[src/rtl/tcdm_stream_reader.sv]
// Strided TCDM read initiator: turns one (addr, len, stride) command into word reads
// and returns the data in order on a valid/ready stream, issuing only against free FIFO credit.
module tcdm_stream_reader #(
    parameter int unsigned FIFO_DEPTH = 4,
    parameter int unsigned LEN_W      = 16
) (
    input  logic             clk_i,
    input  logic             rst_ni,
    input  logic             cmd_valid_i,
    output logic             cmd_ready_o,
    input  logic [31:0]      cmd_addr_i,
    input  logic [LEN_W-1:0] cmd_len_i,
    input  logic [31:0]      cmd_stride_i,
    output logic             tcdm_req_o,
    input  logic             tcdm_gnt_i,
    output logic [31:0]      tcdm_add_o,
    output logic             tcdm_wen_o,
    output logic [3:0]       tcdm_be_o,
    output logic [31:0]      tcdm_data_o,
    input  logic [31:0]      tcdm_r_data_i,
    input  logic             tcdm_r_valid_i,
    output logic             out_valid_o,
    input  logic             out_ready_i,
    output logic [31:0]      out_data_o,
    output logic             busy_o,
    output logic             done_o
);
    localparam int unsigned AW = $clog2(FIFO_DEPTH);
    localparam int unsigned CW = AW + 1;
    localparam logic [CW-1:0] DEPTH_C = CW'(FIFO_DEPTH);

    typedef enum logic [1:0] {IDLE, ISSUE, DRAIN} state_t;

    state_t           r_state, w_state_nxt;
    logic [31:0]      r_addr, r_stride;
    logic [LEN_W-1:0] r_issue_cnt, r_pop_cnt;
    logic             r_inflight, r_done;
    logic [31:0]      r_mem [FIFO_DEPTH];
    logic [AW-1:0]    r_wptr, r_rptr;
    logic [CW-1:0]    r_count;
    logic             w_acc, w_gnt, w_push, w_pop, w_credit;

    assign w_acc    = cmd_valid_i && (r_state == IDLE);
    assign w_gnt    = tcdm_req_o && tcdm_gnt_i;
    assign w_push   = tcdm_r_valid_i && r_inflight;
    assign w_pop    = out_valid_o && out_ready_i;
    // A granted word still in flight already owns a FIFO slot; pops only free credit next cycle.
    assign w_credit = (r_count + CW'(r_inflight)) < DEPTH_C;

    assign tcdm_add_o  = r_addr;
    assign tcdm_wen_o  = 1'b1;
    assign tcdm_be_o   = 4'hF;
    assign tcdm_data_o = 32'h0;
    assign out_valid_o = (r_count != '0);
    assign out_data_o  = r_mem[r_rptr];
    assign done_o      = r_done;

    always_comb begin
        w_state_nxt = r_state;
        cmd_ready_o = 1'b0;
        busy_o      = 1'b0;
        tcdm_req_o  = 1'b0;
        case (r_state)
            IDLE: begin
                cmd_ready_o = 1'b1;
                if (w_acc && (cmd_len_i != '0))
                    w_state_nxt = ISSUE;
            end
            ISSUE: begin
                busy_o     = 1'b1;
                tcdm_req_o = w_credit;
                if (w_gnt && (r_issue_cnt == LEN_W'(1)))
                    w_state_nxt = DRAIN;
            end
            DRAIN: begin
                busy_o = 1'b1;
                if (r_pop_cnt == '0)
                    w_state_nxt = IDLE;
            end
            default: w_state_nxt = IDLE;
        endcase
    end

    always_ff @(posedge clk_i or negedge rst_ni) begin
        if (!rst_ni) begin
            r_state     <= IDLE;
            r_addr      <= '0;
            r_stride    <= '0;
            r_issue_cnt <= '0;
            r_pop_cnt   <= '0;
            r_inflight  <= 1'b0;
            r_done      <= 1'b0;
        end else begin
            r_state    <= w_state_nxt;
            r_inflight <= w_gnt;
            r_done     <= (w_acc && (cmd_len_i == '0)) ||
                          (w_pop && (r_pop_cnt == LEN_W'(1)));
            if (w_acc) begin
                r_addr      <= cmd_addr_i;
                r_stride    <= cmd_stride_i;
                r_issue_cnt <= cmd_len_i;
                r_pop_cnt   <= cmd_len_i;
            end else begin
                if (w_gnt) begin
                    r_addr      <= r_addr + r_stride;
                    r_issue_cnt <= r_issue_cnt - LEN_W'(1);
                end
                if (w_pop)
                    r_pop_cnt <= r_pop_cnt - LEN_W'(1);
            end
        end
    end

    always_ff @(posedge clk_i or negedge rst_ni) begin
        if (!rst_ni) begin
            for (int i = 0; i < FIFO_DEPTH; i++)
                r_mem[i] <= '0;
            r_wptr  <= '0;
            r_rptr  <= '0;
            r_count <= '0;
        end else begin
            if (w_push) begin
                r_mem[r_wptr] <= tcdm_r_data_i;
                r_wptr        <= r_wptr + AW'(1);
            end
            if (w_pop)
                r_rptr <= r_rptr + AW'(1);
            case ({w_push, w_pop})
                2'b10:   r_count <= r_count + CW'(1);
                2'b01:   r_count <= r_count - CW'(1);
                default: r_count <= r_count;
            endcase
        end
    end

    a_rvalid_expected: assert property (@(posedge clk_i) disable iff (!rst_ni)
        tcdm_r_valid_i |-> r_inflight);
    a_no_overflow: assert property (@(posedge clk_i) disable iff (!rst_ni)
        w_push |-> (r_count < DEPTH_C));

endmodule

[config.mk]
export PLATFORM = sky130hd
export DESIGN_NAME = tcdm_stream_reader
export DESIGN_NICKNAME = d
export VERILOG_FILES = /design/src/rtl/tcdm_stream_reader.sv
export SDC_FILE = /design/constraint.sdc
export NUM_CORES = 1
export LEC_CHECK = 0
export ABC_AREA = 1
export CAP_MARGIN = 30
export CORE_ASPECT_RATIO = 0.8
export CORE_MARGIN = 10
export CORE_UTILIZATION = 40
export DETAILED_ROUTE_END_ITERATION = 7
export PLACE_DENSITY = 0.69
export SETUP_SLACK_MARGIN = 0.1
export SLEW_MARGIN = 25
export SYNTH_ARGS = -nofsm -noshare
export SYNTH_HDL_FRONTEND = slang
export SYNTH_SLANG_ARGS = --single-unit
[constraint.sdc]
create_clock -name clk_i -period 4.8 [get_ports clk_i]
set_input_delay 0.96 -clock clk_i [delete_from_list [all_inputs] [get_ports clk_i]]
set_output_delay 0.96 -clock clk_i [all_outputs]
set_load 0.02 [all_outputs]
==> summary.md, run 1 <==
| Metric | Value |
|---|---|
| Final worst path period need | `3.57 ns` |
| Htree depth | `1` |
| Final Hold Vio Count | `0` |
| Placed Cells | `2330` |
| # IOs | `224` |
| Ys Warns | `0` |
| Pre-CTS WS | `1.57 ns` |
| CP Class | `reg2out` |
| Worst-Margin Slew | `0.915 ns` |
| Post-route DRC | `0` |
| MaxCap Viol Count | `0` |
| Worst path cell trace | `buf_4 -> o21ai_0 -> o22ai_1 -> clkdlybuf4s50_1` |
| Final setup violation count | `0` |
| Pint | `6.48 mW` |
| PnR worst setup slack | `1.23 ns` |
| Seq/Total Area, Yosys | `0.444` |
| Hold WC Path Type | `in2async` |
| Layout cell share with drive strength beyond 1 | `0.0390` |
| Core area | `32600 um2` |
| Cts repair resizes | `0` |
| Clock-pin slew on the worst setup and hold paths | `0.06 ns` |
| Setup Fix Bufs, Post-CTS | `0` |
| Pleak | `8.02 nW` |
| Final Total Pwr | `11.8 mW` |
| CTS Hold Bufs | `0` |
| Most frequent cells in the layout | `nand2_1 (555), dfrtp_1 (234), o21ai_0 (214), clkdlybuf4s50_1 (185), nor2_1 (174)` |
| Final GP Congestion | `0.986` |
| Synth cell types | `42` |
| Flop pwr share | `0.285` |
| CTS tree | `done` |
| Most common cell after layout, fill and taps aside | `nand2_1` |
| Via count | `12000` |
| TritonRoute pass-1 iters | `5` |
| Die area | `40900 um2` |
| Clock power share | `0.175` |
| Sw Share | `0.451` |
| Final Non-Filler Cells | `2379` |
| CTS Buf Count | `26` |
| Period Utilization, post-route | `0.745` |
| Worst slew margin | `0.390` |
| Clock sinks | `235` |
| GRT Overall Usage | `0.182` |
| CP Buf/Inv Count | `2` |
| Clk buf depth | `3` |
| Nets@finish | `2095` |
| Root Buffer | `clkbuf_16` |
| Routed WL | `38.2 mm` |
| Top cells by area, synth | `dfrtp_1 (44%), nand2_1 (16%), o21ai_0 (8.1%)` |
| Yosys top cell by area | `dfrtp_1` |
| Max Fclk | `280 MHz` |
| RSZ-0062 raised after global routing | `no` |
| Startpoint Class | `register` |
| Final Slew Violations | `0` |
| Vias in the first global route | `11900` |
| Vias per Instance | `5.02` |
| First-pass GRT wire length | `62.3 mm` |
| CP max-delay cell | `clkdlybuf4s50_1` |
| Crit path DAT | `2.61 ns` |
| Crit path capture type | `primary output` |
| Initial antenna violation count | `2` |
| CP Data Required Time | `3.84 ns` |
| Chip height | `183 um` |
| Die span in x | `224 um` |
| Worst clock skew | `0.00733 ns` |
| Remaining antenna violation count | `0` |
| Cell count after synthesis | `1777` |
| Mapped Area | `13300 um2` |
| Grt ovf | `0` |
| Synth top area share | `0.444` |
| Routed WL per cell | `16.1 um` |
| Worst vdd ir | `0.323 mV` |
| # rows | `59` |
| Area delta synth->final | `22.6%` |
| Detail Placement HPWL | `27.1 mm` |
| CP top delay family | `buffers and inverters` |
| Clock latency on the worst-skew pair | `0.54 ns` |
| Total power per unit cell area | `726 nW/um2` |
| CP peak stage delay | `0.67 ns` |
| Largest net degree at the start of global routing | `108` |
| Net Sw Power | `5.32 mW` |
| Largest fanout on the critical path | `65` |
| Initial Utilization | `0.406` |
| Flops & latches, synth | `235` |
| Final hold slack | `0.437 ns` |
| I/O Buffers | `186` |
| Setup TNS Final | `0 ns` |
| Avg Inst Size Synth | `7.46 um2` |
| Comb power frac | `0.540` |
| Outcome | `finished, final reports clean` |
| DR iter-0 viols | `1031` |
## cell type report
type / instances / area (um2)
clock inverter: 11 / 148
tap: 427 / 534
timing repair buffer: 194 / 1970
fill: 3213 / 16400
multi-input combinational: 1299 / 6310
antenna: 1 / 2.50
clock buffer: 37 / 742
inverter: 175 / 666
sequential: 235 / 5880
## cell usage after synthesis, drive strengths merged
master  instances
nand2         561
dfrtp         235
o21ai         226
nor2          178
inv           173
nand3          74
clkbuf         52
buf            51
ha             44
o22ai          35
a21oi          32
xor2           20
o211ai         19
nor3           16
xnor2          11
nand4           8
o221ai          8
nand3b          6
o21bai          6
a22o            4
a31oi           4
clkinv          2
conb            2
fa              2
nor4            2
o31ai           2
a211oi          1
a21o            1
and2            1
o311ai          1
## worst reg2reg max path: stages (launching register included)
cell and delay (ns):
dfrtp_1 0.38, inv_1 0.08, ha_1 0.25, nand2_2 0.09
inv_2 0.18, nor2_8 0.53, clkinv_2 0.51, o22ai_1 0.27
a21oi_1 0.07
## routing by layer
layer	vias up	wire length [um]	global-route usage	part of all wire
met4	2	708	0.0389	0.019
met5	-	13	0	0.00034
met2	303	18300	0.308	0.48
met3	48	2040	0.0369	0.053
li1	5971	-	-	-
met1	5628	17200	0.237	0.45
## flip-flops by register name (all words and copies together), names as in the netlist
register / flops
r_mem: 128
r_stride: 32
tcdm_add_o: 32
r_issue_cnt: 16
r_pop_cnt: 16
r_count: 3
r_rptr: 2
r_state: 2
r_wptr: 2
done_o: 1
r_inflight: 1
## path summary, 6_finish.rpt
path                       slack, ns  startpoint  depth (start not counted)        endpoint
min in group clk_i              0.48   r_mem[68]                          2       r_mem[68]
max in group asynchronous       3.19      rst_ni                          2  tcdm_add_o[28]
hold / removal                  0.44      rst_ni                          1       r_mem[36]
setup reg to reg                2.30  r_state[0]                          8   tcdm_add_o[4]
setup / recovery                1.23   r_rptr[0]                          4  out_data_o[31]
hold reg to reg                 0.48   r_mem[68]                          2       r_mem[68]
## stage by stage
| step | util | cell area [um2] |
|---|---|---|
| 3_3_place_gp | 0.469 | 15300 |
| 5_1_grt | 0.498 | 16300 |
| 3_5_place_dp | 0.471 | 15400 |
| 2_1_floorplan | - | 13400 |
| 6_report | 0.498 | 16300 |
| 4_1_cts | 0.498 | 16300 |
## power groups by stage
| stage | clock (mW) | sequential (mW) | combinational (mW) |
|---|---|---|---|
| after floorplan | 0 | 3.39 | 4.20 |
| after global placement | 0 | 3.36 | 6.18 |
| after detailed placement | 0 | 3.37 | 6.36 |
| after CTS | 2.12 | 3.35 | 6.39 |
| after global routing | 2.20 | 3.46 | 7.19 |
| final | 2.07 | 3.36 | 6.37 |
## cell families after synthesis
| group | after synthesis | synth area share |
|---|---|---|
| simple gates | 846 | 0.255 |
| compound gates | 339 | 0.143 |
| buf+inv | 278 | 0.0930 |
| flops | 235 | 0.444 |
| fa+ha+maj | 46 | 0.0445 |
| xor+xnor | 31 | 0.0205 |
| other cells | 2 | 0.000566 |
(Power assumes the default switching activity.)
==> inputs of run 2 (changes only) <==
Clock period 4.8 ns to 3.5 ns, I/O delays scaled along.
==> summary.md, run 2 (synthesis results as in run 1) <==
| Metric | Value |
|---|---|
| Layout cell share with drive strength beyond 1 | `0.0425 (+0.00350)` |
| Cells on worst reg2reg path | `10 (+2)` |
| Grt ovf | `0 (unchanged)` |
| Chip height | `183 um (unchanged)` |
| Area delta synth->final | `22.7% (about the same)` |
| Post-route DRC | `0 (unchanged)` |
| Worst slew margin | `0.404 (+0.0140)` |
| Vias per Instance | `5.06 (+0.65%)` |
| Crit path capture type | `primary output` |
| Htree depth | `1 (unchanged)` |
| Most flops, register | `r_mem` |
| Final worst path period need | `3.26 ns` |
| Routed length on met1 | `16.9 mm (-1.9%)` |
| DR iter-0 viols | `1096 (+6.3%)` |
| Cts repair resizes | `1 (+1)` |
| I/O Buffers | `186 (unchanged)` |
| # fillers | `3152 (-1.9%)` |
| CTS Buf Count | `25 (-3.8%)` |
| Flop2flop setup slack | `0.97 ns (-1.33 ns)` |
| Clock-pin slew on the worst setup and hold paths | `0.06 ns (about the same)` |
| Final Hold Vio Count | `0 (unchanged)` |
| Routed wl met3 | `2.28 mm (+12%)` |
| Clock sinks | `235 (unchanged)` |
| Final hold slack | `0.199 ns (-0.238 ns)` |
| Largest net degree at the start of global routing | `100 (-7.4%)` |
| Via count | `12000 (+0.78%)` |
| Routed WL per cell | `15.9 um (-0.95%)` |
| MaxCap Viol Count | `0 (unchanged)` |
| Remaining antenna violation count | `0 (unchanged)` |
| Period Utilization, post-route | `0.932` |
| Max FFs per register | `128 (unchanged)` |
| Met2 Routed Length | `17.9 mm (-1.7%)` |
| Diodes inserted | `0 (-1)` |
| # rows | `59 (unchanged)` |
| Outcome | `finished, final reports clean` |
| Crit path DAT | `2.56 ns (-0.05 ns)` |
| PnR worst setup slack | `0.240 ns (-0.986 ns)` |
| CP Data Required Time | `2.80 ns (-1.04 ns)` |
| Final Total Pwr | `16.0 mW (+36%)` |
| Setup Fix Bufs, Post-CTS | `0 (unchanged)` |
| Largest fanout on the critical path | `23 (-65%)` |
| Die span in x | `224 um (unchanged)` |
| Worst R2R End | `tcdm_add_o[4]` |
| Initial Utilization | `0.406 (unchanged)` |
| Post-Layout Inst Area | `16300 um2 (about the same)` |
| Startpoint Class | `register` |
| Vias in the first global route | `12000 (+0.99%)` |
| Final GP Congestion | `0.938 (-4.8%)` |
| Setup TNS Final | `0 ns (unchanged)` |
| Routed WL | `37.9 mm (-0.83%)` |
| Placed cell area | `15400 um2 (+0.46%)` |
| CTS tree | `done` |
| Worst clock skew | `0.0122 ns (+0.00489 ns)` |
| # IOs | `224 (unchanged)` |
| Worst vdd ir | `0.434 mV (+34%)` |
| Most frequent cells in the layout | `nand2_1 (555), dfrtp_1 (233), o21ai_0 (214), clkdlybuf4s50_1 (185), nor2_1 (174)` |
| TritonRoute pass-1 iters | `5 (unchanged)` |
| Core area | `32600 um2 (unchanged)` |
| Pre-CTS WS | `0.572 ns (-0.996 ns)` |
| Worst-Margin Slew | `0.894 ns (-0.0210 ns)` |
| CP Class | `reg2out` |
| R2R Path Start | `r_state[1]` |
| Final setup violation count | `0 (unchanged)` |
| Detail Placement HPWL | `27.8 mm (+2.6%)` |
| Clk buf depth | `3 (unchanged)` |
| Total power per unit cell area | `987 nW/um2 (+36%)` |
| Initial antenna violation count | `1 (-1)` |
| Most common cell after layout, fill and taps aside | `nand2_1` |
| Root Buffer | `clkbuf_16` |
| First-pass GRT wire length | `62.3 mm (about the same)` |
| Highest routed layer | `met5` |
| Max Fclk | `307 MHz` |
| CTS Hold Bufs | `0 (unchanged)` |
| Hold WC Path Type | `in2async` |
| Pleak | `8.00 nW (-0.21%)` |
| Die area | `40900 um2 (unchanged)` |
| RSZ-0062 raised after global routing | `no` |
| Final Slew Violations | `0 (unchanged)` |
| Clock latency on the worst-skew pair | `0.55 ns (about the same)` |
| GRT Overall Usage | `0.181 (-0.000925)` |
| Nets@finish | `2102 (+0.33%)` |
## run 2: per-stage QoR
step	util	cells
3_5_place_dp	0.473	2338
4_1_cts	0.498	2382
2_1_floorplan	-	1812
6_report	0.499	2382
5_1_grt	0.499	2382
3_3_place_gp	0.473	2338
## run 2: per-layer routing
| layer | up-vias | track usage |
|---|---|---|
| li1 | 5990 | - |
| met1 | 5627 | 0.235 |
| met2 | 368 | 0.308 |
| met3 | 58 | 0.0346 |
| met4 | 2 | 0.0397 |
| met5 | - | 0 |
## run 2: area by class of cell
cell class | count | area, um2 | share of cell area
clock buffer | 37 | 751 | 0.0462
clock inverter | 7 | 78.8 | 0.00485
inverter | 175 | 666 | 0.0409
multi-input combinational | 1299 | 6290 | 0.387
sequential | 235 | 5880 | 0.362
timing repair buffer | 202 | 2070 | 0.127
tap | 427 | 534 | 0.0328
## run 2: worst max path at each step
stage / from / to / depth (start not counted)
CTS: r_rptr[0] / out_data_o[31] / 4
detailed placement: cmd_valid_i / tcdm_add_o[4] / 7
floorplan: r_rptr[0] / out_data_o[10] / 6
finish: r_rptr[1] / out_data_o[26] / 5
global route: r_rptr[0] / out_data_o[12] / 5
global placement: cmd_valid_i / tcdm_add_o[4] / 7
## run 2: power breakdown
| group | total (mW) | internal, mW | switching (mW) |
|---|---|---|---|
| logic | 8.71 | 3.35 | 5.36 |
| registers | 4.67 | 3.84 | 0.832 |
| clock network | 2.67 | 1.56 | 1.11 |
## run 2: worst max-delay path, cell delays in order (launching register included)
cell             delay, ns
dfrtp_2               0.56
inv_1                 0.13
buf_4                 0.28
o21ai_0               0.15
o22ai_1               0.23
clkdlybuf4s50_1       0.66
